`src/rtl/uart_rx_fifo_if.sv`:
```
// Read-side handshake between the UART receive FIFO (master) and its consumer (slave).
// A pop happens on any cycle where rd_valid && rd_ready.
interface uart_rx_fifo_if;
  logic       rd_valid;
  logic       rd_ready;
  logic [7:0] rd_data;

  modport master (output rd_valid, output rd_data, input rd_ready);
  modport slave  (input rd_valid, input rd_data, output rd_ready);
endinterface

```
`src/rtl/uart_rx_fifo.sv`:
```
// 8N1 UART receiver feeding a first-word-fall-through byte FIFO with sticky overflow/framing flags.
// A byte appears on rd_data one cycle after its stop sample; when the FIFO is full, new bytes are dropped unless a pop happens in the same cycle.
module uart_rx_fifo #(
  parameter int CLKS_PER_BIT = 868,
  parameter int FIFO_DEPTH   = 8
) (
  input  logic                        clk,
  input  logic                        rst,
  input  logic                        rx,
  uart_rx_fifo_if.master              rd,
  output logic [$clog2(FIFO_DEPTH):0] fifo_count,
  output logic                        overflow,
  output logic                        frame_err,
  input  logic                        err_clear
);
  localparam int CW = $clog2(CLKS_PER_BIT);
  localparam int AW = $clog2(FIFO_DEPTH);
  localparam logic [CW-1:0] HALF_LAST = CW'(CLKS_PER_BIT / 2 - 1);
  localparam logic [CW-1:0] BIT_LAST  = CW'(CLKS_PER_BIT - 1);

  typedef enum logic [2:0] {S_IDLE, S_START, S_DATA, S_STOP, S_BREAK} state_t;

  logic [1:0]    sync_q;
  logic          rx_s;
  state_t        state_q, state_d;
  logic [CW-1:0] cnt_q, cnt_d;
  logic [2:0]    bit_q, bit_d;
  logic [7:0]    shift_q, shift_d;
  logic          push, ovf_set, fe_set;

  logic [7:0]    mem [FIFO_DEPTH];
  logic [AW:0]   wptr_q, rptr_q;
  logic [AW-1:0] last_idx;
  logic          empty, full, pop;

  assign rx_s = sync_q[1];

  always_ff @(posedge clk or negedge rst) begin
    if (!rst) begin
      sync_q  <= 2'b11;
      state_q <= S_IDLE;
      cnt_q   <= '0;
      bit_q   <= '0;
      shift_q <= '0;
    end else begin
      sync_q  <= {sync_q[0], rx};
      state_q <= state_d;
      cnt_q   <= cnt_d;
      bit_q   <= bit_d;
      shift_q <= shift_d;
    end
  end

  // The bit counter restarts on every state entry and after every sample.
  always_comb begin
    state_d = state_q;
    cnt_d   = cnt_q + 1'b1;
    bit_d   = bit_q;
    shift_d = shift_q;
    push    = 1'b0;
    ovf_set = 1'b0;
    fe_set  = 1'b0;
    case (state_q)
      S_IDLE: begin
        cnt_d = '0;
        if (!rx_s) state_d = S_START;
      end
      S_START: begin
        if (cnt_q == HALF_LAST) begin
          cnt_d   = '0;
          bit_d   = '0;
          state_d = rx_s ? S_IDLE : S_DATA;
        end
      end
      S_DATA: begin
        if (cnt_q == BIT_LAST) begin
          cnt_d   = '0;
          shift_d = {rx_s, shift_q[7:1]};
          bit_d   = bit_q + 1'b1;
          if (bit_q == 3'd7) state_d = S_STOP;
        end
      end
      S_STOP: begin
        if (cnt_q == BIT_LAST) begin
          cnt_d = '0;
          if (rx_s) begin
            state_d = S_IDLE;
            if (full && !pop) ovf_set = 1'b1;
            else              push    = 1'b1;
          end else begin
            fe_set  = 1'b1;
            state_d = S_BREAK;
          end
        end
      end
      S_BREAK: begin
        cnt_d = '0;
        if (rx_s) state_d = S_IDLE;
      end
      default: begin
        cnt_d   = '0;
        state_d = S_IDLE;
      end
    endcase
  end

  assign empty      = (wptr_q == rptr_q);
  assign full       = (wptr_q[AW] != rptr_q[AW]) && (wptr_q[AW-1:0] == rptr_q[AW-1:0]);
  assign pop        = rd.rd_valid && rd.rd_ready;
  assign fifo_count = wptr_q - rptr_q;
  assign last_idx   = wptr_q[AW-1:0] - 1'b1;

  // When empty, show the most recently written byte so rd_data never goes X.
  assign rd.rd_valid = !empty;
  assign rd.rd_data  = empty ? mem[last_idx] : mem[rptr_q[AW-1:0]];

  always_ff @(posedge clk or negedge rst) begin
    if (!rst) begin
      for (int i = 0; i < FIFO_DEPTH; i++) mem[i] <= '0;
      wptr_q <= '0;
      rptr_q <= '0;
    end else begin
      if (push) begin
        mem[wptr_q[AW-1:0]] <= shift_q;
        wptr_q              <= wptr_q + 1'b1;
      end
      if (pop) rptr_q <= rptr_q + 1'b1;
    end
  end

  always_ff @(posedge clk or negedge rst) begin
    if (!rst) begin
      overflow  <= 1'b0;
      frame_err <= 1'b0;
    end else begin
      overflow  <= ovf_set | (overflow & ~err_clear);
      frame_err <= fe_set | (frame_err & ~err_clear);
    end
  end
endmodule

```
`src/flat_wrapper.sv`:
```
// flat-port wrapper written by rule: the top's interface ports become plain ports
module uart_rx_fifo_flat 
#(
  parameter int CLKS_PER_BIT = 868,
  parameter int FIFO_DEPTH   = 8
)
  (clk, rst, rx, fifo_count, overflow, frame_err, err_clear, rd_rd_valid, rd_rd_data, rd_rd_ready);
  uart_rx_fifo_if rd_i ();
  input  logic clk;
  input  logic rst;
  input  logic rx;
  output logic [$clog2(FIFO_DEPTH):0] fifo_count;
  output logic overflow;
  output logic frame_err;
  input  logic err_clear;
  output wire logic [$bits(rd_i.rd_valid)-1:0] rd_rd_valid;
  output wire logic [$bits(rd_i.rd_data)-1:0] rd_rd_data;
  input wire logic [$bits(rd_i.rd_ready)-1:0] rd_rd_ready;
  assign rd_rd_valid = rd_i.rd_valid;
  assign rd_rd_data = rd_i.rd_data;
  assign rd_i.rd_ready = rd_rd_ready;
  uart_rx_fifo #(.CLKS_PER_BIT(CLKS_PER_BIT), .FIFO_DEPTH(FIFO_DEPTH)) u_core (.clk(clk), .rst(rst), .rx(rx), .rd(rd_i), .fifo_count(fifo_count), .overflow(overflow), .frame_err(frame_err), .err_clear(err_clear));
endmodule
```
`config.mk`:
```
export PLATFORM = sky130hd
export DESIGN_NAME = uart_rx_fifo_flat
export DESIGN_NICKNAME = d
export VERILOG_FILES = /design/src/rtl/uart_rx_fifo_if.sv /design/src/rtl/uart_rx_fifo.sv /design/src/flat_wrapper.sv
export SDC_FILE = /design/constraint.sdc
export NUM_CORES = 1
export LEC_CHECK = 0
export CORE_UTILIZATION = 44
export DETAILED_ROUTE_END_ITERATION = 8
export GPL_ROUTABILITY_DRIVEN = 0
export PLACE_DENSITY = 0.71
export SLEW_MARGIN = 5
export SYNTH_ARGS = -nofsm -noshare
export SYNTH_HDL_FRONTEND = slang
export SYNTH_SLANG_ARGS = --single-unit
```
`constraint.sdc`:
```
create_clock -name clk -period 3.3 [get_ports clk]
set_input_delay 0.66 -clock clk [delete_from_list [all_inputs] [get_ports clk]]
set_output_delay 0.66 -clock clk [all_outputs]
set_load 0.05 [all_outputs]
```
# == Word level (Yosys, flattened, before mapping) ==
# Index checks and enable logic that the tools add are counted.
# classes
n_bitwise,8
n_lt_le_gt_ge,4
reduce_logical,12
mux,36
add_sub_neg,6
eq_ne,16
# op_table
cell,count
$bwmux W64,1
$bmux W8 S3,2
$mux W8,6
$mux W3,9
$demux W8 S3,1
$mux W10,2
$pmux W10 S2,1
$pmux W3 S5,1
$ge A4 B4 Y1 const B,3
$not A3 Y4,3
$mux W1,11
$add A10 B1 Y10 const B,1
$eq A10 B10 Y1 const B,1
$eq A10 B9 Y1 const B,1
$ne A2 B1 Y1 const B,5
$add A4 B1 Y4 const B,2
$eq A3 B2 Y1 const B,2
$eq A3 B3 Y1 const B,2
$pmux W3 S2,1
$reduce_and A6 Y1,1
$eq A4 B4 Y1,1
$logic_and A1 B1 Y1,4
$lt A4 B1 Y1 const B,1
$sub A4 B4 Y4,1
other kinds (16),19
# word_totals
wordCells,99
register_bits,100

# == Longest topological paths before layout ==
# Gate-level depths: netlist of run 1.
# depth
depth_word,10
ltp_mapped,10
mapped_depth_nobuf,6

# == Least setup slack after synthesis of run 1 ==
# OpenSTA, ideal clock, no wires.
# synth_timing
path_kind,register to output
startpoint,register u_core.rptr_q[1]
endpoint,output rd_rd_data[0]
t_arrival_ps,3398
path_slack_ps,-758
path_buffers,4
t_required_ps,2640
stages_incl_launch_ff,11
cell_sequence,dfrtp_1 clkbuf_1 clkbuf_1 inv_1 ha_1 and4_1 clkbuf_1 inv_1 clkbuf_1 and3_1 a31oi_1
# synth_via
elab_chain_len,5
elab_cells_between_ends,6
# synth_rtl
item,line_no,rtl
from (decl),uart_rx_fifo.sv:32,"logic [AW:0] wptr_q, rptr_q;"
from (signal assigned),uart_rx_fifo.sv:127,if (pop) rptr_q <= rptr_q + 1'b1;
$not A3 Y4 (not written as such),uart_rx_fifo.sv:115,assign rd.rd_data = empty ? mem[last_idx] : mem[rptr_q[AW-1:0]];
$bmux W8 S3,uart_rx_fifo.sv:115,
$mux W8 (not written as such) (2 in a row),uart_rx_fifo.sv:115,
$mux W8 *,uart_rx_fifo.sv:115,
to (decl),flat_wrapper.sv:17,output wire logic [$bits(rd_i.rd_data)-1:0] rd_rd_data;
# Every way passes the cells marked *; elsewhere a longest branch is shown, timed or not. The select of a mux whose other input is x is not followed.

# == Worst setup path after layout of run 1 ==
# layout_timing
startpoint,register u_core.wptr_q[0]
endpoint,output rd_rd_data[7]
# layout_via
elab_chain_len,6
elab_cells_between_ends,7
# layout_rtl
item,line_no,rtl
from (decl),uart_rx_fifo.sv:32,
from (signal assigned),uart_rx_fifo.sv:125,wptr_q <= wptr_q + 1'b1;
$sub A3 B1 Y3,uart_rx_fifo.sv:111,assign last_idx = wptr_q[AW-1:0] - 1'b1;
via u_core.last_idx[0],uart_rx_fifo.sv:33,logic [AW-1:0] last_idx;
$not A3 Y4 (not written as such),uart_rx_fifo.sv:115,
$bmux W8 S3,uart_rx_fifo.sv:115,
$mux W8 (not written as such) (2 in a row),uart_rx_fifo.sv:115,
$mux W8,uart_rx_fifo.sv:115,
# The timed path passes the listed nets, and every way through them passes these cells. The select of a mux whose other input is x is not followed.

==> flow_metrics.env, run 1 <==
export IMPL_postPlaceCellArea_um2=5930
export IMPL_grt_overflow_total=0
export IMPL_clock_latency_ns=0.34
export IMPL_globalRouteTotalUtil=0.204
export IMPL_maximum_clock_rate_mhz=320
export IMPL_finalSetupViolations=0
export IMPL_grt_max_degree=53
export IMPL_cp_startpoint="u_core.wptr_q[0]"
export IMPL_synth_main_ff_cell="dfrtp_1"
export IMPL_dp_hpwl_mm=7.81
export IMPL_outcome="completed"
export IMPL_route_met2_wl_mm=5.88
export IMPL_worst_setup_path_class="flop to output pin"
export IMPL_die_x_um=113
export IMPL_detail_route_wirelength_mm=11.9
export IMPL_grt_pass1_wl_mm=19.6
export IMPL_cts_root_buf="clkbuf_16"
export IMPL_syn_avg_cell_area_um2=13.5
export IMPL_vias_in_the_first_global_route=3568
export IMPL_synth_cell_types=54
export IMPL_critical_path_max_fanout=17
export IMPL_clk_pin_slew_ns=0.07
export IMPL_synth_fp_nets=415
export IMPL_place_inst=563
export IMPL_cp_data_required_time_ns=2.64
export IMPL_clock_sink_count=100
export IMPL_worst_endpoint_arrival_ns=2.47
export IMPL_buffers_added_on_ports=19
export IMPL_wl_per_cell_um=20.6
export IMPL_syn_cell_area_um2=5400
export IMPL_end_kind="output pin"
export IMPL_synth_async_reset_ratio=1.00
export IMPL_floorplan_initialDensity=0.451
export IMPL_placement_rows=40
export IMPL_die_area_um2=12700
export IMPL_met1_length_mm=5.35
export IMPL_drc=0
export IMPL_post_route_cells_drive_above_1_share=0.384
export IMPL_r2r_start="u_core.cnt_q[0]"
export IMPL_finalWorstPathRequiredPeriod_ns=3.13
export IMPL_synth_cells=399
export IMPL_slew_limit_headroom=0.397
export IMPL_antenna_cells_inserted=0
export IMPL_wl_met3_um=498
export IMPL_start_kind="flop"
export IMPL_detailedRoute_firstIterationViolations=173
export IMPL_post_synthesis_sequential_element_count=100
export IMPL_fillCellCount=1003
export IMPL_highest_layer="met4"
export IMPL_fin_max_slew_vios=0
export IMPL_finalCritPeriodShare=0.948
export IMPL_seq_total_area_yosys=0.464
export IMPL_post_route_cell_area_um2=6240
export IMPL_cap_violations=0
export IMPL_leakage_power_total_nw=2.80
export IMPL_worst_ir_drop_vdd_uv=269
export IMPL_yosysWarningCount=0
export IMPL_ctsHtreeMaxLevel=3
export IMPL_cts_repair_resize_count=0
export IMPL_final_hold_viol_count=0
export IMPL_top_level_ports=20
export IMPL_via_per_inst=5.97
export IMPL_final_antenna_net_count=0
export IMPL_number_of_detailed_routing_iterations_run_before_antenna_repair=4
export IMPL_finish_cell_count_without_fillers=579
export IMPL_post_cts_buffers=0
export IMPL_cts_buffer_depth=2
export IMPL_grt_setup_unrepaired="no"
export IMPL_dr_total_vias=3455
export IMPL_num_nets_final=443
export IMPL_synth_edf_count=0
export IMPL_final_setup_tns_ns=0
export IMPL_cts_hold_buf=0
export IMPL_slew_at_the_pin_closest_to_its_max_slew_limit_ns=0.900
export IMPL_cts_tree="built"
export IMPL_area_growth_syn_to_layout_pct=15.5
export IMPL_fp_dieH_um=113
export IMPL_worst_hold_path_type="input pin to async pin"
export IMPL_cts_inserted_buffers=9
export IMPL_timing_clock_skew_ns=0.00756
export IMPL_grt_antenna_before_repair=0
export IMPL_power_per_cell_area_nw_per_um2=373
export IMPL_total_core_area_um2=12000
synthesized netlist by cell type, types with 3 or more instances:
cell type / number / area share
a21oi_1: 3 / 0.0028
a31oi_1: 8 / 0.0093
and3_1: 10 / 0.012
buf_2: 5 / 0.0046
clkbuf_1: 8 / 0.0056
dfrtp_1: 98 / 0.45
ha_1: 10 / 0.023
inv_1: 9 / 0.0063
mux2_1: 4 / 0.0083
mux2_2: 71 / 0.15
mux4_1: 4 / 0.019
mux4_2: 28 / 0.12
nand2_1: 43 / 0.030
nand2b_1: 3 / 0.0035
nand3_1: 6 / 0.0056
nand4_1: 4 / 0.0046
nor2_1: 16 / 0.011
nor3_1: 4 / 0.0037
nor4_4: 6 / 0.024
xnor2_1: 11 / 0.018
xor2_1: 7 / 0.011
power breakdown:
part           internal [W]  switching, W
sequential          0.00123    0.00000145
combinational    0.00000699     0.0000258
clock              0.000616      0.000449
metrics by stage:
step / util / worst slack [ns] / hold WS [ns] / power, W
after detailed placement: 0.496 / 0.352 / 0.348 / 0.00129
after CTS: 0.521 / 0.107 / 0.357 / 0.00236
after global routing: 0.521 / 0.0396 / 0.358 / 0.00241
after global placement: 0.496 / 0.363 / 0.346 / 0.00129
final: 0.521 / 0.170 / 0.356 / 0.00233
after floorplan: - / 0.0379 / 0.345 / 0.00125
routing by layer:
metal / up-vias / track usage
li1: 1553 / -
met5: - / 0
met3: 15 / 0.0321
met4: 0 / 0.0667
met1: 1790 / 0.281
met2: 97 / 0.333
kinds of logic (layout without fill, tap and decap cells):
group,after synthesis,after routing,synth area share
muxes,108,108,0.295
DFF,100,100,0.464
adders and majority gates,11,11,0.0269
buffers and inverters,28,61,0.0241
AOI/OAI and AO/OA,22,22,0.0299
xor gates and xnor gates,18,18,0.0292
and+or+nand+nor,112,112,0.131
worst max-delay path: stages, from the launching register on:
cell,delay (ns)
dfrtp_1,0.35
clkinv_1,0.08
ha_1,0.82
mux4_2,0.35
nand2_1,0.06
a31oi_2,0.23
buf_4,0.24
flip-flops by register name, summed over array words and instances (netlist names):
register / flops
u_core.bit_q: 3
u_core.shift_q: 8
u_core.state_q: 3
u_core.cnt_q: 10
u_core.sync_q: 2
u_core.rptr_q: 4
u_core.wptr_q: 4
u_core.frame_err: 1
u_core.overflow: 1
u_core.mem: 64
layout make-up:
type	instances	area [µm²]	area share
Tap cell	147	184	0.0295
Inverter	11	41.3	0.00662
Timing Repair Buffer	34	322	0.0516
Clock buffer	12	246	0.0395
Multi-Input combinational cell	271	2880	0.462
Sequential cell	100	2500	0.402
Clock inverter	4	56.3	0.00903
path summary, 6_finish.rpt:
kind	cells after the start	to	slack, ns
setup / recovery	6	rd_rd_data[7]	0.17
hold / removal	1	u_core.mem[59]	0.36
setup reg to reg	5	u_core.mem[59]	0.47
hold reg to reg	0	u_core.sync_q[1]	0.36
max in group asynchronous	2	u_core.sync_q[0]	2.17
min in group clk	0	u_core.sync_q[1]	0.36
layout by cell type, fill, tap and decap left out, types with 2 or more instances in the layout:
cell / n
xor2_1: 6
clkbuf_16: 9
dfstp_2: 2
mux2_1: 4
clkbuf_1: 2
a31oi_4: 7
nand2b_1: 3
ha_1: 10
a22o_1: 2
buf_4: 24
dfrtp_1: 98
nor3_1: 4
nor2_1: 16
mux4_2: 28
nor4_4: 6
nor4_1: 2
clkdlybuf4s50_1: 5
o21ai_0: 2
inv_1: 9
mux4_1: 4
and4_1: 2
buf_12: 4
a21oi_1: 3
and3_1: 10
or4_1: 2
nand3_1: 6
nand2_1: 43
clkinv_1: 2
inv_6: 2
xnor2_1: 11
nand4_1: 4
mux2_2: 71
(Power assumes the default switching activity.)
==> run 2: changes to the inputs <==
- CTS_BUF_LIST: default -> sky130_fd_sc_hd__clkbuf_16
- clock period: 3.3 -> 2.6 ns (I/O delays scaled with it)
==> run 2 against run 1 <==
Compared with the run above:
- the run now ends with negative setup slack left
- first-iteration DRC count decreased by 1.2%
- worst setup slack got worse by 0.47 ns
- worst hold slack got worse by 0.26 ns
==> flow_metrics.env, run 2 (synthesis results as in run 1) <==
export IMPL_clk_pin_slew_ns=0.07
export IMPL_cap_violations=0
export IMPL_via_per_inst=5.98
export IMPL_postPlaceCellArea_um2=6270
export IMPL_total_core_area_um2=12000
export IMPL_final_antenna_net_count=0
export IMPL_switching_share=0.221
export IMPL_grt_overflow_total=0
export IMPL_fin_max_slew_vios=0
export IMPL_cts_inserted_buffers=9
export IMPL_drc=0
export IMPL_cts_tree="built"
export IMPL_grt_max_degree=73
export IMPL_buffers_added_on_ports=19
export IMPL_layout_commonest_cell="dfrtp_1"
export IMPL_finish_cell_count_without_fillers=593
export IMPL_finalCritPeriodShare=1.11
export IMPL_number_of_detailed_routing_iterations_run_before_antenna_repair=4
export IMPL_fin_hold_ws_ns=0.0955
export IMPL_cts_buffer_depth=2
export IMPL_globalRouteTotalUtil=0.216
export IMPL_placement_rows=40
export IMPL_power_share_combinational=0.015
export IMPL_outcome="complete, but fails checks"
export IMPL_worst_hold_path_type="input pin to async pin"
export IMPL_fp_dieH_um=113
export IMPL_finalSetupViolations=8
export IMPL_antenna_cells_inserted=0
export IMPL_start_kind="flop"
export IMPL_grt_antenna_before_repair=0
export IMPL_die_x_um=113
export IMPL_clock_sink_count=100
export IMPL_setup_slack_ns=-0.296
export IMPL_worst_setup_path_class="flop to output pin"
export IMPL_detailedRoute_firstIterationViolations=171
export IMPL_num_nets_final=458
export IMPL_critical_path_max_fanout=8
export IMPL_worst_ir_drop_vdd_uv=298
export IMPL_maximum_clock_rate_mhz=345
export IMPL_grt_pass1_wl_mm=20.5
export IMPL_timing_clock_skew_ns=0.00990
export IMPL_biggestRegsByFlops="u_core.mem (64), u_core.cnt_q (10), u_core.shift_q (8)"
export IMPL_clock_power_share=0.435
export IMPL_ctsHtreeMaxLevel=3
export IMPL_cts_hold_buf=0
export IMPL_power_per_cell_area_nw_per_um2=429
export IMPL_die_area_um2=12700
export IMPL_cp_data_required_time_ns=2.08
export IMPL_largest_register="u_core.mem"
export IMPL_cts_root_buf="clkbuf_16"
export IMPL_slew_limit_headroom=0.402
export IMPL_finalWorstPathRequiredPeriod_ns=2.90
export IMPL_top_level_ports=20
export IMPL_place_inst=574
export IMPL_place_worst_setup_slack_ns=0.0728
export IMPL_layout_cells_most_common_list="dfrtp_1, mux2_2, mux4_2"
export IMPL_intPower_w=0.00221
export IMPL_fillCellCount=961
export IMPL_grt_setup_unrepaired="yes"
export IMPL_worst_endpoint_arrival_ns=2.38
export IMPL_end_kind="output pin"
export IMPL_area_growth_syn_to_layout_pct=22.4
export IMPL_leakage_power_total_nw=2.90
export IMPL_power_switching_w=0.000627
export IMPL_post_route_cells_drive_above_1_share=0.473
export IMPL_detail_route_wirelength_mm=12.4
export IMPL_vias_in_the_first_global_route=3747
export IMPL_wl_per_cell_um=20.9
export IMPL_final_hold_viol_count=0
export IMPL_post_route_cell_area_um2=6610
export IMPL_largest_register_ffs=64
export IMPL_power_frac_seq=0.550
export IMPL_clock_latency_ns=0.36
export IMPL_dr_total_vias=3549
export IMPL_slew_at_the_pin_closest_to_its_max_slew_limit_ns=0.883
export IMPL_floorplan_initialDensity=0.451
export IMPL_dp_hpwl_mm=8.17
export IMPL_violations="negative setup slack"
==> run 2: power by group through the flow <==
stage               clock [W]  combinational (W)  sequential [W]
floorplan                   0         0.00000173         0.00159
global placement            0          0.0000443         0.00159
CTS                   0.00127          0.0000454         0.00156
global route          0.00132          0.0000499         0.00156
finish                0.00124          0.0000426         0.00156
detailed placement          0          0.0000455         0.00159
==> run 2: final timing paths <==
kind | from | end | slack (ns) | depth (start not counted)
worst max-delay path | u_core.wptr_q[1] | rd_rd_data[5] | -0.30 | 9
worst min-delay path | rst | u_core.wptr_q[3] | 0.1 | 1
worst max register to register | u_core.cnt_q[0] | u_core.mem[6] | 0.14 | 6
worst min register to register | u_core.sync_q[0] | u_core.sync_q[1] | 0.35 | 0
max in group asynchronous | rst | u_core.mem[37] | 1.79 | 2
min in group clk | u_core.sync_q[0] | u_core.sync_q[1] | 0.35 | 0
==> run 2: cell type report <==
cell class                      instances  area (µm²)  share of cell area
Clock buffer                            9         225              0.0341
Clock inverter                          6        41.3             0.00625
Inverter                               11        47.5             0.00719
Multi-Input combinational cell        271        2970               0.450
Sequential cell                       100        2500               0.379
Tap cell                              147         184              0.0278
Timing Repair Buffer                   49         634              0.0960
==> run 2: layer usage <==
| metal | GRT usage | share of wire |
|---|---|---|
| met1 | 0.298 | 0.44 |
| met4 | 0.0764 | 0.016 |
| met5 | 0 | 0 |
| met2 | 0.337 | 0.48 |
| met3 | 0.0487 | 0.061 |
==> run 2: repair_timing <==
action,in CTS,in global routing
gates cloned,1,0
setup endpoints to repair,10,43
pin swaps,4,5
buffers inserted,2,2
gates resized for setup,7,6
==> run 2: worst max-delay path: stages (launching register included) <==
cell	delay (ns)
dfrtp_1	0.39
clkinvlp_4	0.12
ha_4	0.18
xor2_4	0.20
buf_12	0.18
buf_12	0.11
mux4_2	0.49
nand2_2	0.09
a31oi_4	0.10
buf_12	0.16
==> run 2: metrics by stage <==
stage / total power (W) / setup TNS [ns] / utilization
floorplan: 0.00159 / -1.13 / -
detailed placement: 0.00163 / 0 / 0.524
finish: 0.00284 / -1.92 / 0.553
CTS: 0.00287 / -2.46 / 0.552
global route: 0.00293 / -2.48 / 0.553
global placement: 0.00163 / 0 / 0.524
==> run 3: changes to the inputs <==
- CORE_UTILIZATION: 44 -> 55
- PLACE_DENSITY: 0.71 -> 0.84
==> run 3 against run 2 <==
Compared with the run above:
- the run still ends with negative setup slack left
- worst setup slack improved by 0.0028 ns
- register-to-register slack barely moved
- utilization rose by 16 points
- clock skew fell by 0.0047 ns
- critical path type unchanged
- largest cell class unchanged
- largest power group unchanged
==> flow_metrics.env, run 3 (synthesis results as in run 1) <==
export IMPL_outcome="complete, but fails checks"
export IMPL_violations="negative setup slack"
export IMPL_setup_slack_ns=-0.294
export IMPL_layout_commonest_cell="dfrtp_1"
export IMPL_grt_overflow_total=0
export IMPL_top_level_ports=20
export IMPL_layout_cells_most_common_list="dfrtp_1, mux2_2, mux4_2, buf_4, nand2_1"
export IMPL_worst_hold_path_type="input pin to async pin"
export IMPL_cts_inserted_buffers=9
export IMPL_cts_root_buf="clkbuf_16"
export IMPL_finalWorstPathRequiredPeriod_ns=2.89
export IMPL_maximum_clock_rate_mhz=346
export IMPL_floorplan_initialDensity=0.576
export IMPL_ctsHtreeMaxLevel=3
export IMPL_clock_latency_ns=0.34
export IMPL_totalPowerFinal_w=0.00294
export IMPL_num_nets_final=464
export IMPL_grt_setup_unrepaired="yes"
export IMPL_area_growth_syn_to_layout_pct=22.9
export IMPL_globalRouteTotalUtil=0.284
export IMPL_power_per_cell_area_nw_per_um2=443
export IMPL_cts_buffer_depth=2
export IMPL_fin_max_slew_vios=0
export IMPL_worst_setup_path_class="flop to output pin"
export IMPL_number_of_detailed_routing_iterations_run_before_antenna_repair=5
export IMPL_worst_ir_drop_vdd_uv=309
export IMPL_largest_register="u_core.mem"
export IMPL_timing_clock_skew_ns=0.00518
export IMPL_cap_violations=0
export IMPL_wl_per_cell_um=22.3
export IMPL_finalSetupViolations=8
export IMPL_final_setup_tns_ns=-1.95
export IMPL_dr_total_vias=3683
export IMPL_final_hold_viol_count=0
export IMPL_grt_pass1_wl_mm=21.0
export IMPL_grt_antenna_before_repair=0
export IMPL_fp_dieH_um=101
export IMPL_final_util=0.708
export IMPL_dp_hpwl_mm=8.65
export IMPL_vias_in_the_first_global_route=3772
export IMPL_worst_endpoint_arrival_ns=2.37
export IMPL_die_x_um=101
export IMPL_drc=0
export IMPL_detail_route_wirelength_mm=13.0
export IMPL_end_kind="output pin"
export IMPL_via_per_inst=6.33
export IMPL_cp_startpoint="u_core.wptr_q[1]"
export IMPL_post_route_cells_drive_above_1_share=0.479
export IMPL_critical_path_max_fanout=10
export IMPL_final_antenna_net_count=0
export IMPL_antenna_cells_inserted=0
export IMPL_grt_max_degree=45
export IMPL_finalCritPeriodShare=1.11
export IMPL_slew_limit_headroom=0.612
export IMPL_cts_tree="built"
export IMPL_clk_pin_slew_ns=0.07
export IMPL_leakage_power_total_nw=2.95
export IMPL_total_core_area_um2=9370
export IMPL_cp_data_required_time_ns=2.08
export IMPL_r2r_start="u_core.wptr_q[0]"
export IMPL_buffers_added_on_ports=19
export IMPL_clock_sink_count=100
export IMPL_die_area_um2=10200
export IMPL_slew_at_the_pin_closest_to_its_max_slew_limit_ns=0.581
export IMPL_biggestRegsByFlops="u_core.mem (64), u_core.cnt_q (10), u_core.shift_q (8)"
export IMPL_placement_rows=35
export IMPL_detailedRoute_firstIterationViolations=227
export IMPL_largest_register_ffs=64
export IMPL_start_kind="flop"
==> run 3: worst paths after layout <==
check	end	slack [ns]	cells past startpoint
setup / recovery	rd_rd_data[0]	-0.29	8
setup reg to reg	u_core.mem[37]	0.14	9
hold / removal	u_core.mem[15]	0.16	1
max in group asynchronous	u_core.mem[50]	1.80	2
min in group clk	u_core.sync_q[1]	0.36	0
hold reg to reg	u_core.sync_q[1]	0.36	0
==> run 3: final cells by class <==
cell class | instances | area, µm²
multi-input combinational | 271 | 2990
fill | 642 | 2730
sequential | 100 | 2500
timing repair buffer | 55 | 646
clock buffer | 9 | 225
tap | 129 | 161
clock inverter | 7 | 67.6
inverter | 11 | 47.5
==> run 3: worst max-delay path, cell delays in order, from the launching register on <==
cell	delay, ns
dfrtp_1	0.39
clkinvlp_4	0.12
ha_4	0.18
xor2_4	0.20
buf_12	0.19
mux4_1	0.55
nand2_1	0.13
a31oi_4	0.11
buf_12	0.16
==> run 3: through the flow <==
| step | instances | hold WS (ns) | cell area, µm² | setup WS, ns |
|---|---|---|---|---|
| after floorplan | 399 | 0.224 | 5680 | -0.153 |
| final | 582 | 0.163 | 6640 | -0.294 |
| after detailed placement | 565 | 0.349 | 6300 | 0.0626 |
| after global routing | 582 | 0.208 | 6640 | -0.372 |
| after CTS | 581 | 0.188 | 6600 | -0.317 |
| after global placement | 565 | 0.348 | 6300 | 0.0872 |
==> run 3: per-layer routing <==
layer  wire length (µm)  GRT usage  vias to the layer above
met2               6390      0.444                      165
li1                   -          -                     1583
met1               5300      0.393                     1916
met3               1060     0.0645                       19
met4                233     0.0992                        0
met5                  0          0                        -
==> run 3: timing repair <==
item | 4_1_cts | 5_1_grt
endpoints found under the setup margin | 9 | 73
pin swaps | 2 | 3
setup buffers | 0 | 1
hold buffers | 0 | 0
endpoints found under the hold margin | 0 | 0
gates resized for setup | 7 | 5
==> run 3: where the power goes <==
part	leakage (nW)	internal, W	switching (W)	total [W]
logic	1.42	0.0000108	0.0000340	0.0000447
clock network	0.148	0.000743	0.000591	0.00133
registers	1.38	0.00156	0.00000178	0.00156
total	2.95	0.00231	0.000627	0.00294
